--- config.mk ---
export PLATFORM = sky130hd
export DESIGN_NAME = intersection_scheduler_flat
export DESIGN_NICKNAME = d
export VERILOG_FILES = /design/src/rtl/intersection_scheduler_if.sv /design/src/rtl/intersection_scheduler.sv /design/src/flat_wrapper.sv
export SDC_FILE = /design/constraint.sdc
export NUM_CORES = 1
export LEC_CHECK = 0
export CAP_MARGIN = 20
export CORE_ASPECT_RATIO = 0.8
export CORE_MARGIN = 5
export CORE_UTILIZATION = 55
export CTS_BUF_LIST = sky130_fd_sc_hd__clkbuf_2
export DETAILED_ROUTE_END_ITERATION = 8
export PLACE_DENSITY_LB_ADDON = 0.25
export REMOVE_ABC_BUFFERS = 1
export SETUP_SLACK_MARGIN = 0.2
export SLEW_MARGIN = 20
export SYNTH_ARGS = -nofsm -noshare
export SYNTH_HDL_FRONTEND = slang
export SYNTH_SLANG_ARGS = --single-unit
--- constraint.sdc ---
create_clock -name clk -period 3.06 [get_ports clk]
set_clock_uncertainty 0.2 [all_clocks]
set_input_delay 0.612 -clock clk [delete_from_list [all_inputs] [get_ports clk]]
set_output_delay 0.612 -clock clk [all_outputs]
set_load 0.05 [all_outputs]
--- src/rtl/intersection_scheduler_if.sv ---
// intersection_scheduler_if: request, lamp, phase and grant signals of one crossing
// master drives the crossing requests; slave (the scheduler) drives lamps, phase and acks
interface intersection_scheduler_if;
  logic       ns_req, ew_req;
  logic       ns_R, ns_G, ns_Y;
  logic       ew_R, ew_G, ew_Y;
  logic [2:0] phase;
  logic       ns_ack, ew_ack;
  modport master (
    output ns_req, ew_req,
    input  ns_R, ns_G, ns_Y, ew_R, ew_G, ew_Y, phase, ns_ack, ew_ack
  );
  modport slave (
    input  ns_req, ew_req,
    output ns_R, ns_G, ns_Y, ew_R, ew_G, ew_Y, phase, ns_ack, ew_ack
  );
endinterface

--- src/rtl/intersection_scheduler.sv ---
// intersection_scheduler: two-approach signal sequencer with request-shortened greens
// clk: rising-edge clock; rst: asynchronous active-low reset
// bus (slave): ns_req/ew_req in; lamps, 3-bit phase and one-cycle ns_ack/ew_ack out
module intersection_scheduler #(
  parameter int G_MIN  = 1024,
  parameter int G_MAX  = 3072,
  parameter int BLINK  = 512,
  parameter int YELLOW = 512,
  parameter int ALLRED = 256,
  parameter int CW     = 12
) (
  input  logic                   clk,
  input  logic                   rst,
  intersection_scheduler_if.slave bus
);
  typedef enum logic [2:0] {
    NS_GREEN, NS_BLINK, NS_YELLOW, ALLRED_A,
    EW_GREEN, EW_BLINK, EW_YELLOW, ALLRED_B
  } phase_t;
  localparam logic [CW-1:0] GMIN_L  = CW'(G_MIN - 1);
  localparam logic [CW-1:0] GMAX_L  = CW'(G_MAX - 1);
  localparam logic [CW-1:0] BLINK_L = CW'(BLINK - 1);
  localparam logic [CW-1:0] YEL_L   = CW'(YELLOW - 1);
  localparam logic [CW-1:0] AR_L    = CW'(ALLRED - 1);
  phase_t          phase_q, phase_d;
  logic [CW-1:0]   cnt_q, cnt_d, last_l;
  logic            ns_pend_q, ns_pend_d, ew_pend_q, ew_pend_d;
  logic            ns_ack_q, ns_ack_d, ew_ack_q, ew_ack_d;
  logic            green, opp_pend, adv;
  always_comb begin
    green     = phase_q == NS_GREEN || phase_q == EW_GREEN;
    opp_pend  = phase_q == NS_GREEN ? ew_pend_q : ns_pend_q;
    last_l    = green ? GMAX_L :
                (phase_q == NS_BLINK || phase_q == EW_BLINK) ? BLINK_L :
                (phase_q == NS_YELLOW || phase_q == EW_YELLOW) ? YEL_L : AR_L;
    // a pending opposite request ends green as soon as the minimum has elapsed
    adv       = cnt_q == last_l || (green && opp_pend && cnt_q >= GMIN_L);
    phase_d   = adv ? phase_t'(phase_q + 3'd1) : phase_q;
    cnt_d     = adv ? '0 : cnt_q + CW'(1);
    // entry into own green clears pend and absorbs a request on the same edge
    ew_pend_d = (adv && phase_q == ALLRED_A) ? 1'b0 :
                ew_pend_q | (bus.ew_req && phase_q != EW_GREEN && phase_q != EW_BLINK);
    ns_pend_d = (adv && phase_q == ALLRED_B) ? 1'b0 :
                ns_pend_q | (bus.ns_req && phase_q != NS_GREEN && phase_q != NS_BLINK);
    ew_ack_d  = adv && phase_q == ALLRED_A;
    ns_ack_d  = adv && phase_q == ALLRED_B;
  end
  always_ff @(posedge clk or negedge rst) begin
    if (!rst) begin
      phase_q   <= NS_GREEN;
      cnt_q     <= '0;
      ns_pend_q <= 1'b0;
      ew_pend_q <= 1'b0;
      ns_ack_q  <= 1'b0;
      ew_ack_q  <= 1'b0;
    end else begin
      phase_q   <= phase_d;
      cnt_q     <= cnt_d;
      ns_pend_q <= ns_pend_d;
      ew_pend_q <= ew_pend_d;
      ns_ack_q  <= ns_ack_d;
      ew_ack_q  <= ew_ack_d;
    end
  end
  assign bus.ns_G   = phase_q == NS_GREEN || (phase_q == NS_BLINK && cnt_q[7]);
  assign bus.ns_Y   = phase_q == NS_YELLOW;
  assign bus.ns_R   = !(phase_q inside {NS_GREEN, NS_BLINK, NS_YELLOW});
  assign bus.ew_G   = phase_q == EW_GREEN || (phase_q == EW_BLINK && cnt_q[7]);
  assign bus.ew_Y   = phase_q == EW_YELLOW;
  assign bus.ew_R   = !(phase_q inside {EW_GREEN, EW_BLINK, EW_YELLOW});
  assign bus.phase  = phase_q;
  assign bus.ns_ack = ns_ack_q;
  assign bus.ew_ack = ew_ack_q;
endmodule

--- src/flat_wrapper.sv ---
// flat-port wrapper written by rule: the top's interface ports become plain ports
module intersection_scheduler_flat 
#(
  parameter int G_MIN  = 1024,
  parameter int G_MAX  = 3072,
  parameter int BLINK  = 512,
  parameter int YELLOW = 512,
  parameter int ALLRED = 256,
  parameter int CW     = 12
)
  (clk, rst, bus_ns_req, bus_ew_req, bus_ns_R, bus_ns_G, bus_ns_Y, bus_ew_R, bus_ew_G, bus_ew_Y, bus_phase, bus_ns_ack, bus_ew_ack);
  intersection_scheduler_if bus_i ();
  input  logic clk;
  input  logic rst;
  input wire logic [$bits(bus_i.ns_req)-1:0] bus_ns_req;
  input wire logic [$bits(bus_i.ew_req)-1:0] bus_ew_req;
  output wire logic [$bits(bus_i.ns_R)-1:0] bus_ns_R;
  output wire logic [$bits(bus_i.ns_G)-1:0] bus_ns_G;
  output wire logic [$bits(bus_i.ns_Y)-1:0] bus_ns_Y;
  output wire logic [$bits(bus_i.ew_R)-1:0] bus_ew_R;
  output wire logic [$bits(bus_i.ew_G)-1:0] bus_ew_G;
  output wire logic [$bits(bus_i.ew_Y)-1:0] bus_ew_Y;
  output wire logic [$bits(bus_i.phase)-1:0] bus_phase;
  output wire logic [$bits(bus_i.ns_ack)-1:0] bus_ns_ack;
  output wire logic [$bits(bus_i.ew_ack)-1:0] bus_ew_ack;
  assign bus_i.ns_req = bus_ns_req;
  assign bus_i.ew_req = bus_ew_req;
  assign bus_ns_R = bus_i.ns_R;
  assign bus_ns_G = bus_i.ns_G;
  assign bus_ns_Y = bus_i.ns_Y;
  assign bus_ew_R = bus_i.ew_R;
  assign bus_ew_G = bus_i.ew_G;
  assign bus_ew_Y = bus_i.ew_Y;
  assign bus_phase = bus_i.phase;
  assign bus_ns_ack = bus_i.ns_ack;
  assign bus_ew_ack = bus_i.ew_ack;
  intersection_scheduler #(.G_MIN(G_MIN), .G_MAX(G_MAX), .BLINK(BLINK), .YELLOW(YELLOW), .ALLRED(ALLRED), .CW(CW)) u_core (.clk(clk), .rst(rst), .bus(bus_i));
endmodule
# --- After elaboration in Yosys (flattened, before gate mapping) ---
# Index checks and enable logic that the tools add are counted.
op_classes:
  n_addsub: 2
  magnitude_cmp: 1
  eq_ne: 11
  muxes: 7
  n_bitwise: 2
  reduce_logical: 22
op_table:
  columns: ["cell", "n"]
  rows:
  - ["12-bit 2-to-1 mux", 3]
  - ["12-bit by 1-bit adder with 12-bit output (second input constant)", 1]
  - ["12-bit equality test", 1]
  - ["3-bit equality test (second input constant)", 4]
  - ["12-bit by 10-bit >= comparator with 1-bit output (second input constant)", 1]
  - ["1-bit logical AND", 10]
  - ["9-bit 2-to-1 mux", 1]
  - ["3-bit nonzero test", 3]
  - ["3-bit by 2-bit equality test with 1-bit output (second input constant)", 2]
  - ["1-bit logical OR", 6]
  - ["3-bit inequality test (second input constant)", 2]
  - ["3-bit by 1-bit adder with 3-bit output (second input constant)", 1]
  - ["3-bit by 1-bit equality test with 1-bit output (second input constant)", 1]
  - ["3-bit zero test", 1]
  - ["1-bit 2-to-1 mux", 3]
  - ["3-bit by 1-bit inequality test with 1-bit output (second input constant)", 1]
  - ["1-bit zero test", 2]
  - ["1-bit OR", 2]
word_totals:
  reg_bits: 19
  input_bits: 4
  out_inout_bits: 11
  wordCells: 51

# --- Depth between registers and ports, before layout ---
# Gate-level depths: netlist (run 1).
depth:
  depth_word: 9
  mapped_depth: 7

# --- Least setup slack after synthesis (run 1) ---
# No wires, ideal clock.
synth_timing:
  path_type: "register to register"
  startpoint: "register u_core.phase_q[0], in the netlist u_core.bus.phase[0]"
  endpoint: "register u_core.cnt_q[10]"
  setup_time_ns: 0.134
  arrival_ns: 2.412
  slack_ns: 0.314
  path_stages_with_launch: 8
  synth_period_minus_slack_ns: 2.746
  path_cell_list: "dfrtp_1 inv_1 ha_1 or3_4 a2111o_1 a21boi_4 buf_6 nor3_1"
synth_between:
  elab_chain_len: 8
  word_cells_on_any_way: 18
  classes_between: "eq/ne (6); mux (5); reduce/logical (7)"
synth_lines:
  columns: ["element", "line_no", "source"]
  rows:
  - ["start: declaration", "intersection_scheduler.sv:25", "phase_t phase_q, phase_d;"]
  - ["start signal: assignment", "intersection_scheduler.sv:57", "phase_q <= phase_d;"]
  - ["3-bit by 2-bit equality test with 1-bit output / 3-bit equality test (equally long branches)", "intersection_scheduler.sv:35", "(phase_q == NS_YELLOW || phase_q == EW_YELLOW) ? YEL_L : AR_L;"]
  - ["1-bit logical OR", "intersection_scheduler.sv:35", null]
  - ["9-bit 2-to-1 mux", "intersection_scheduler.sv:35", null]
  - ["12-bit 2-to-1 mux", "intersection_scheduler.sv:34", "(phase_q == NS_BLINK || phase_q == EW_BLINK) ? BLINK_L :"]
  - ["12-bit 2-to-1 mux", "intersection_scheduler.sv:33", "last_l = green ? GMAX_L :"]
  - ["12-bit equality test", "intersection_scheduler.sv:37", "adv = cnt_q == last_l || (green && opp_pend && cnt_q >= GMIN_L);"]
  - ["1-bit logical OR (*)", "intersection_scheduler.sv:37", null]
  - ["12-bit 2-to-1 mux (*)", "intersection_scheduler.sv:39", "cnt_d = adv ? '0 : cnt_q + CW'(1);"]
  - ["named net u_core.cnt_d[10]", "intersection_scheduler.sv:26", "logic [CW-1:0] cnt_q, cnt_d, last_l;"]
  - ["end signal: assignment", "intersection_scheduler.sv:58", "cnt_q <= cnt_d;"]
  - ["end: declaration", "intersection_scheduler.sv:26", null]
# Mark *: on every way through the listed nets, which the timed path passes. The rest lies on a longest branch.
# A chain may end at the register's enable or synchronous reset.

# --- Worst setup path in the final report (run 1) ---
layout_timing:
  startpoint: "register u_core.phase_q[0], in the netlist u_core.bus.phase[0]"
  endpoint: "register u_core.ns_ack_q, in the netlist u_core.bus.ns_ack"
layout_between:
  elab_chain_len: 8
  word_cells_on_any_way: 19
  classes_between: "eq/ne (7); mux (4); reduce/logical (8)"
layout_lines:
  columns: ["element", "line_no", "source"]
  rows:
  - ["3-bit by 2-bit equality test with 1-bit output / 3-bit equality test (equally long branches)", "intersection_scheduler.sv:35", null]
  - ["1-bit logical OR", "intersection_scheduler.sv:35", null]
  - ["9-bit 2-to-1 mux", "intersection_scheduler.sv:35", null]
  - ["12-bit 2-to-1 mux", "intersection_scheduler.sv:34", null]
  - ["12-bit 2-to-1 mux", "intersection_scheduler.sv:33", null]
  - ["12-bit equality test", "intersection_scheduler.sv:37", null]
  - ["1-bit logical OR", "intersection_scheduler.sv:37", null]
  - ["1-bit logical AND (*)", "intersection_scheduler.sv:46", "ns_ack_d = adv && phase_q == ALLRED_B;"]
  - ["named net u_core.ns_ack_d", "intersection_scheduler.sv:28", "logic ns_ack_q, ns_ack_d, ew_ack_q, ew_ack_d;"]
  - ["end signal: assignment", "intersection_scheduler.sv:61", "ns_ack_q <= ns_ack_d;"]
  - ["end: declaration", "intersection_scheduler.sv:28", null]
# Marks and branches as above.

==> results of run 1 <==
==> where the power goes <==
part	switching, mW	internal, mW
clock network	0.0731	0.0346
registers	0.0000000000000000355	0.251
logic	0.00483	0.00336
==> layer usage <==
metal	vias up	GRT usage [%]	wire length (µm)
li1	471	-	-
met1	468	26.88	1148
met2	30	27.87	1158
met3	6	5.038	194
met4	0	4.947	31
met5	-	0	0
==> cells in the mapped netlist, drive strengths merged (2+ instances only) <==
| master | instances |
|---|---|
| dfrtp | 19 |
| nor3 | 16 |
| ha | 8 |
| nand3 | 6 |
| o21ai | 6 |
| inv | 5 |
| xnor2 | 5 |
| xor2 | 5 |
| nand2 | 4 |
| nand4 | 4 |
| nor2 | 4 |
| or3 | 4 |
| a21oi | 3 |
| clkbuf | 3 |
| mux2i | 3 |
| a21o | 2 |
| a311o | 2 |
| a31oi | 2 |
| nor4 | 2 |
| o21a | 2 |
==> logic make-up (layout without fill, tap and decap cells) <==
group	after synthesis	after routing	share of synthesized area, %
xor+xnor	10	10	7.494
mux	4	4	3.533
buf+inv	9	26	3.533
simple gates	47	47	21.84
fa+ha+maj	8	8	8.566
flops	19	19	40.69
compound gates	22	22	14.35
==> worst max-delay path, delay by kind of cell, from the launching register on <==
| kind | cells | cell delay, ns |
|---|---|---|
| AOI/OAI and AO/OA | 3 | 1.09 |
| adders and majority gates | 1 | 0.29 |
| buffers and inverters | 1 | 0.13 |
| DFF | 1 | 0.49 |
| and+or+nand+nor | 1 | 0.40 |
==> cell usage in the layout, fill, tap and decap left out, types with 5 or more instances in the layout <==
cell type        synthesis  final
buf_4                    0      5
clkbuf_2                 0      6
clkdlybuf4s50_1          0      8
dfrtp_1                 19     19
ha_1                     8      8
inv_1                    5      5
nand3_1                  6      6
nor3_1                  16     16
o21ai_0                  6      6
xnor2_1                  5      5
xor2_1                   5      5
==> timing repair <==
action / CTS / global route
endpoints found under the hold margin: 0 / 0
hold buffers: 0 / 0
resized for setup: 4 / 4
endpoints found under the setup margin: 4 / 2
==> cell type report <==
type                       count  area [µm²]
fill                         156       603.1
sequential                    19       475.5
clock buffer                   4       20.02
timing repair buffer          17       145.1
multi-input combinational     91       651.9
inverter                       5       18.77
tap                           24       30.03
==> flip-flops by register name, summed over array words and instances (netlist names) <==
| signal | flops |
|---|---|
| u_core.ns_pend_q | 1 |
| u_core.ew_pend_q | 1 |
| u_core.bus.ew_ack | 1 |
| u_core.bus.phase | 3 |
| u_core.cnt_q | 12 |
| u_core.bus.ns_ack | 1 |
==> how the worst max path moves through the flow <==
stage / slack (ns) / end / cells past startpoint
6_report: 0.41 / u_core.bus.ns_ack / 6
2_1_floorplan: 0.16 / u_core.bus.phase[0] / 6
5_1_grt: 0.26 / u_core.bus.ns_ack / 6
3_3_place_gp: 0.45 / bus_ns_G / 5
3_5_place_dp: 0.39 / bus_ew_G / 5
4_1_cts: 0.28 / bus_ew_G / 5
==> metrics.txt, run 1 <==
status completed; Nets roughly 150; unrepaired setup endpoints after global routing no; Max-Cap Viols 0; Synth area leader dfrtp_1; largest net degree at the start of global routing 20; global router's overall resource usage a little under a fifth; final critical-path required period approximately 2.7 ns; reg2reg start u_core.bus.phase[0]; global-route wire length before repair 4.443 mm; final hold vios 0; PortBufs 14; DIE AREA between 3000 and 4000 µm²; top cell type's share of synthesized area about 41%; FF-to-FF setup slack between 0.4 and 0.5 ns; Yosys reg bits 19; Synth Flop Type dfrtp_1; Design Area, Final approximately 1300 µm²; max_slew headroom a little under half; boundary pin count 15; fmax between 300 and 400 MHz; Critical Path Start Type register; post-CTS setup buffer count 0; Fin Hold WS around 0.30 ns; GRT Residual Overflow 0; Die W between 60 and 70 µm; mapped cell area around 1200 µm²; Final Power between 0.3 and 0.4 mW; ratio of cells with drive above 1 in the final layout a little under an eighth; vias in the first global route 989; RR Endpoint u_core.bus.ns_ack; Synth area leaders dfrtp_1 41%, ha_1 8.6%, nor3_1 6.9%, xnor2_1 3.7%, xor2_1 3.7%; CTS tree yes; Worst EP arrival about 2.7 ns; first-pass iteration count of the detailed router 4; maximum VDD drop 0.0003049 V; post-DP HPWL approximately 2.0 mm; R2R depth 6; hold depth 1; Starting Density roughly 60%; crit end category register; CTS buffer count 3; Lkg Pwr roughly 0.60 nW; CP max stage delay around 0.50 ns; hold path startpoint u_core.cnt_q[0]; drt initial violations 39; row count 14; deepest level of the CTS H-tree 1; Die H around 50 µm; DRC Markers 0; sequential fraction of the synthesis area about two fifths; Hold Path Sink u_core.cnt_q[0]; Worst-Skew Late Latency approximately 0.31 ns; # diodes 0; fin cells 160; crit-path max FO 14; synth warn 0; Vias per Instance slightly above 6; area grow syn2layout 14.78%; Clock Sinks 19; core area slightly below 2000 µm²; Final WS setup between 0.4 and 0.5 ns; asr flop ratio synth between 90% and 100%; Core Util, Final roughly 69%; routability cong. between 0.8 and 0.9; Placed Cells 156; Final ANT Viol Nets 0; Slowest-stage cell, CP a2111o_1; final-report setup violation count 0; Pins Over Slew Limit 0; Worst Setup SP u_core.bus.phase[0]; Hold WC Path Type reg -> reg; DP Area between 1000 and 1500 µm²; Root Driver clkbuf_2; number of library cell types mapped by synthesis 35; Power Dens Cells 273.7 nW/µm²; crit path cell chain inv_1 -> ha_1 -> or3_4 -> a2111o_1 -> a21boi_4 -> o21a_1; Post-synth EDFFs 0; routed wire length approximately 2.5 mm; Worst-Margin Slew just over 0.8 ns; total number of vias a little under 1k; initial antenna violation count 0; routed len/inst between 15 and 20 µm; Clock Tree Buf Depth 2; Critical Path RT around 3.1 ns; fin crit share between 80% and 90%; pre-CTS setup slack just under 0.4 ns; Syn Area/Cell ~10 µm²; type of the worst setup path reg -> reg; cell count after synthesis 119; setup_tns 0 ns; clock-pin slew on the worst setup and hold paths between 0.15 and 0.2 ns
No activity file was read; power rests on OpenSTA's default activity.
==> run 2: changes to the inputs <==
Settings changed: CORE_ASPECT_RATIO 0.8 to unset, CORE_UTILIZATION 55 to 56.
Clock period 3.06 ns to 2.7 ns, I/O delays scaled along.
==> run 2 against run 1 <==
Compared with the run above: register-to-register slack got worse by 0.07 ns; worst setup slack got worse by 0.14 ns; first-iteration DRC count decreased by 51%; sequential power increased by 14%; combinational power increased by 32%; non-clock buffer count increased by 4; largest power group unchanged; routed wire length increased by 7.1%; power increased by 17%; worst hold slack improved by 0.010 ns; sequential cell count unchanged; count of clock-buffer cells in the layout decreased by 1; critical path depth decreased by 1.
==> metrics.txt, run 2 (synthesized netlist as in run 1, its figures left out) <==
final critical-path required period about 2.4 ns; Die H 55.68 µm; DR WL met2 1.292 mm; crit end category output port; fmax between 400 and 500 MHz; # diodes 0; Hold WC Path Type in -> async; Buf/Inv on CP 2; Nets ~150; unrepaired setup endpoints after global routing no; commonest cells after routing, fill and taps aside 19 x dfrtp_1, 15 x nor3_1, 10 x buf_4, 7 x ha_1, 7 x clkdlybuf4s50_1; drt initial violations 19; Vias per Instance 6.084; post-DP HPWL between 1.5 and 2 mm; Largest Register u_core.cnt_q; deepest level of the CTS H-tree 1; Pins Over Slew Limit 0; Max-Cap Viols 0; DR top layer met4; largest net degree at the start of global routing 20; GRT Residual Overflow 0; Final Power 0.4286 mW; DIE AREA around 3100 µm²; routed length on met1 ~1.2 mm; Clock Sinks 19; maximum VDD drop about 0.00030 V; status completed; Starting Density roughly 59%; RR Endpoint u_core.bus.phase[0]; CTS tree yes; initial antenna violation count 0; Final ANT Viol Nets 0; global-route wire length before repair around 4.8 mm; first-pass iteration count of the detailed router 4; setup_tns 0 ns; row count 16; core area around 2000 µm²; Clock Tree Buf Depth 2; DRC Markers 0; CP max stage delay 0.43 ns; Core Util, Final between 70 and 80%; Worst-Skew Late Latency around 0.32 ns; Largest register FFs 12; final-report setup violation count 0; Design Area, Final around 1400 µm²; clock-pin slew on the worst setup and hold paths ~0.20 ns; Lkg Pwr ~0.63 nW; routed wire length ~2.7 mm; type of the worst setup path reg -> out; vias in the first global route between 1k and 1.5k; fin crit share 90.19%; Critical Path RT about 2.0 ns; max_slew headroom around 66%; met3 WL 137 µm; ratio of cells with drive above 1 in the final layout approximately 18%; total number of vias about 1.0k; boundary pin count 15; DP Area ~1400 µm²; critical path's top delay family flip-flops; area grow syn2layout 22.48%; reg2reg start u_core.bus.phase[0]; CTS buffer count 3; routed len/inst between 15 and 20 µm; FF-to-FF setup slack roughly 0.34 ns; R2R depth 6; routability cong. roughly 0.9; final hold vios 0; crit-path max FO 6; PortBufs 14; Filler Cells Inserted between 100 and 150; Power Dens Cells between 200 and 300 nW/µm²; Worst EP arrival 1.70 ns; most common cell after layout, fill and taps aside dfrtp_1; Die W between 50 and 60 µm; Worst-Margin Slew 0.5120 ns; global router's overall resource usage about a fifth; Slowest-stage cell, CP dfrtp_1; crit path cell chain buf_4 -> ha_1 -> nor3_2 -> nand2b_4 -> buf_12; Critical Path Start Type register; Root Driver clkbuf_2
-- run 2: area by class of cell --
cell class	instances	area (µm²)	share of cell area (%)
clock buffers	3	15.01	1.049
clock inverters	1	7.507	0.5245
inverters	5	18.77	1.311
multi-input cells	91	666.9	46.59
flip-flops and latches	19	475.5	33.22
well taps	27	33.78	2.360
repair buffers	21	214.0	14.95
-- run 2: where the power goes --
part | switching, mW | internal, mW | leakage [nW] | total [mW]
clock network | 0.0983 | 0.0345 | 0.0126 | 0.133
logic | 0.00601 | 0.00477 | 0.375 | 0.0108
registers | 0.0000000000000000385 | 0.285 | 0.246 | 0.285
total | 0.104 | 0.324 | 0.633 | 0.429
-- run 2: worst max path at each step --
stage                     cells after the start                  end                start  slack (ns)
after global routing                          5             bus_ns_G  u_core.bus.phase[0]        0.18
final                                         5             bus_ew_R  u_core.bus.phase[0]        0.26
after CTS                                     5             bus_ns_R  u_core.bus.phase[0]        0.20
after floorplan                               6  u_core.bus.phase[0]  u_core.bus.phase[0]       -0.20
after detailed placement                      6      u_core.cnt_q[5]  u_core.bus.phase[1]        0.17
after global placement                        6    u_core.bus.ns_ack  u_core.bus.phase[1]        0.28
-- run 2: per-layer routing --
metal / up-vias / global-route usage, %
li1: 476 / -
met4: 0 / 6.944
met2: 40 / 29.39
met5: - / 0
met1: 492 / 25.87
met3: 8 / 4.408
-- run 2: repair_timing --
| item | CTS | global route |
|---|---|---|
| pin swaps | 1 | 0 |
| resized for setup | 1 | 3 |
| setup buffers | 3 | 0 |
| hold buffers | 0 | 0 |
| setup endpoints to repair | 17 | 2 |
-- run 2: per-stage QoR --
stage	instances	hold WS (ns)	setup WS, ns
final	167	0.3121	0.2648
after global routing	167	0.3079	0.1796
after CTS	167	0.3126	0.2013
after detailed placement	160	0.3059	0.1713
after global placement	160	0.2852	0.2809
after floorplan	115	0.04441	-0.1960
-- run 2: worst register-to-register path, delay by kind of cell, from the launching register on --
| kind | cells | cell delay (ns) |
|---|---|---|
| flip-flops | 1 | 0.40 |
| AND/OR/NAND/NOR | 2 | 0.50 |
| buffers and inverters | 1 | 0.09 |
| adder cells (fa/ha/maj) | 1 | 0.25 |
| AO/OA/AOI/OAI | 2 | 0.84 |
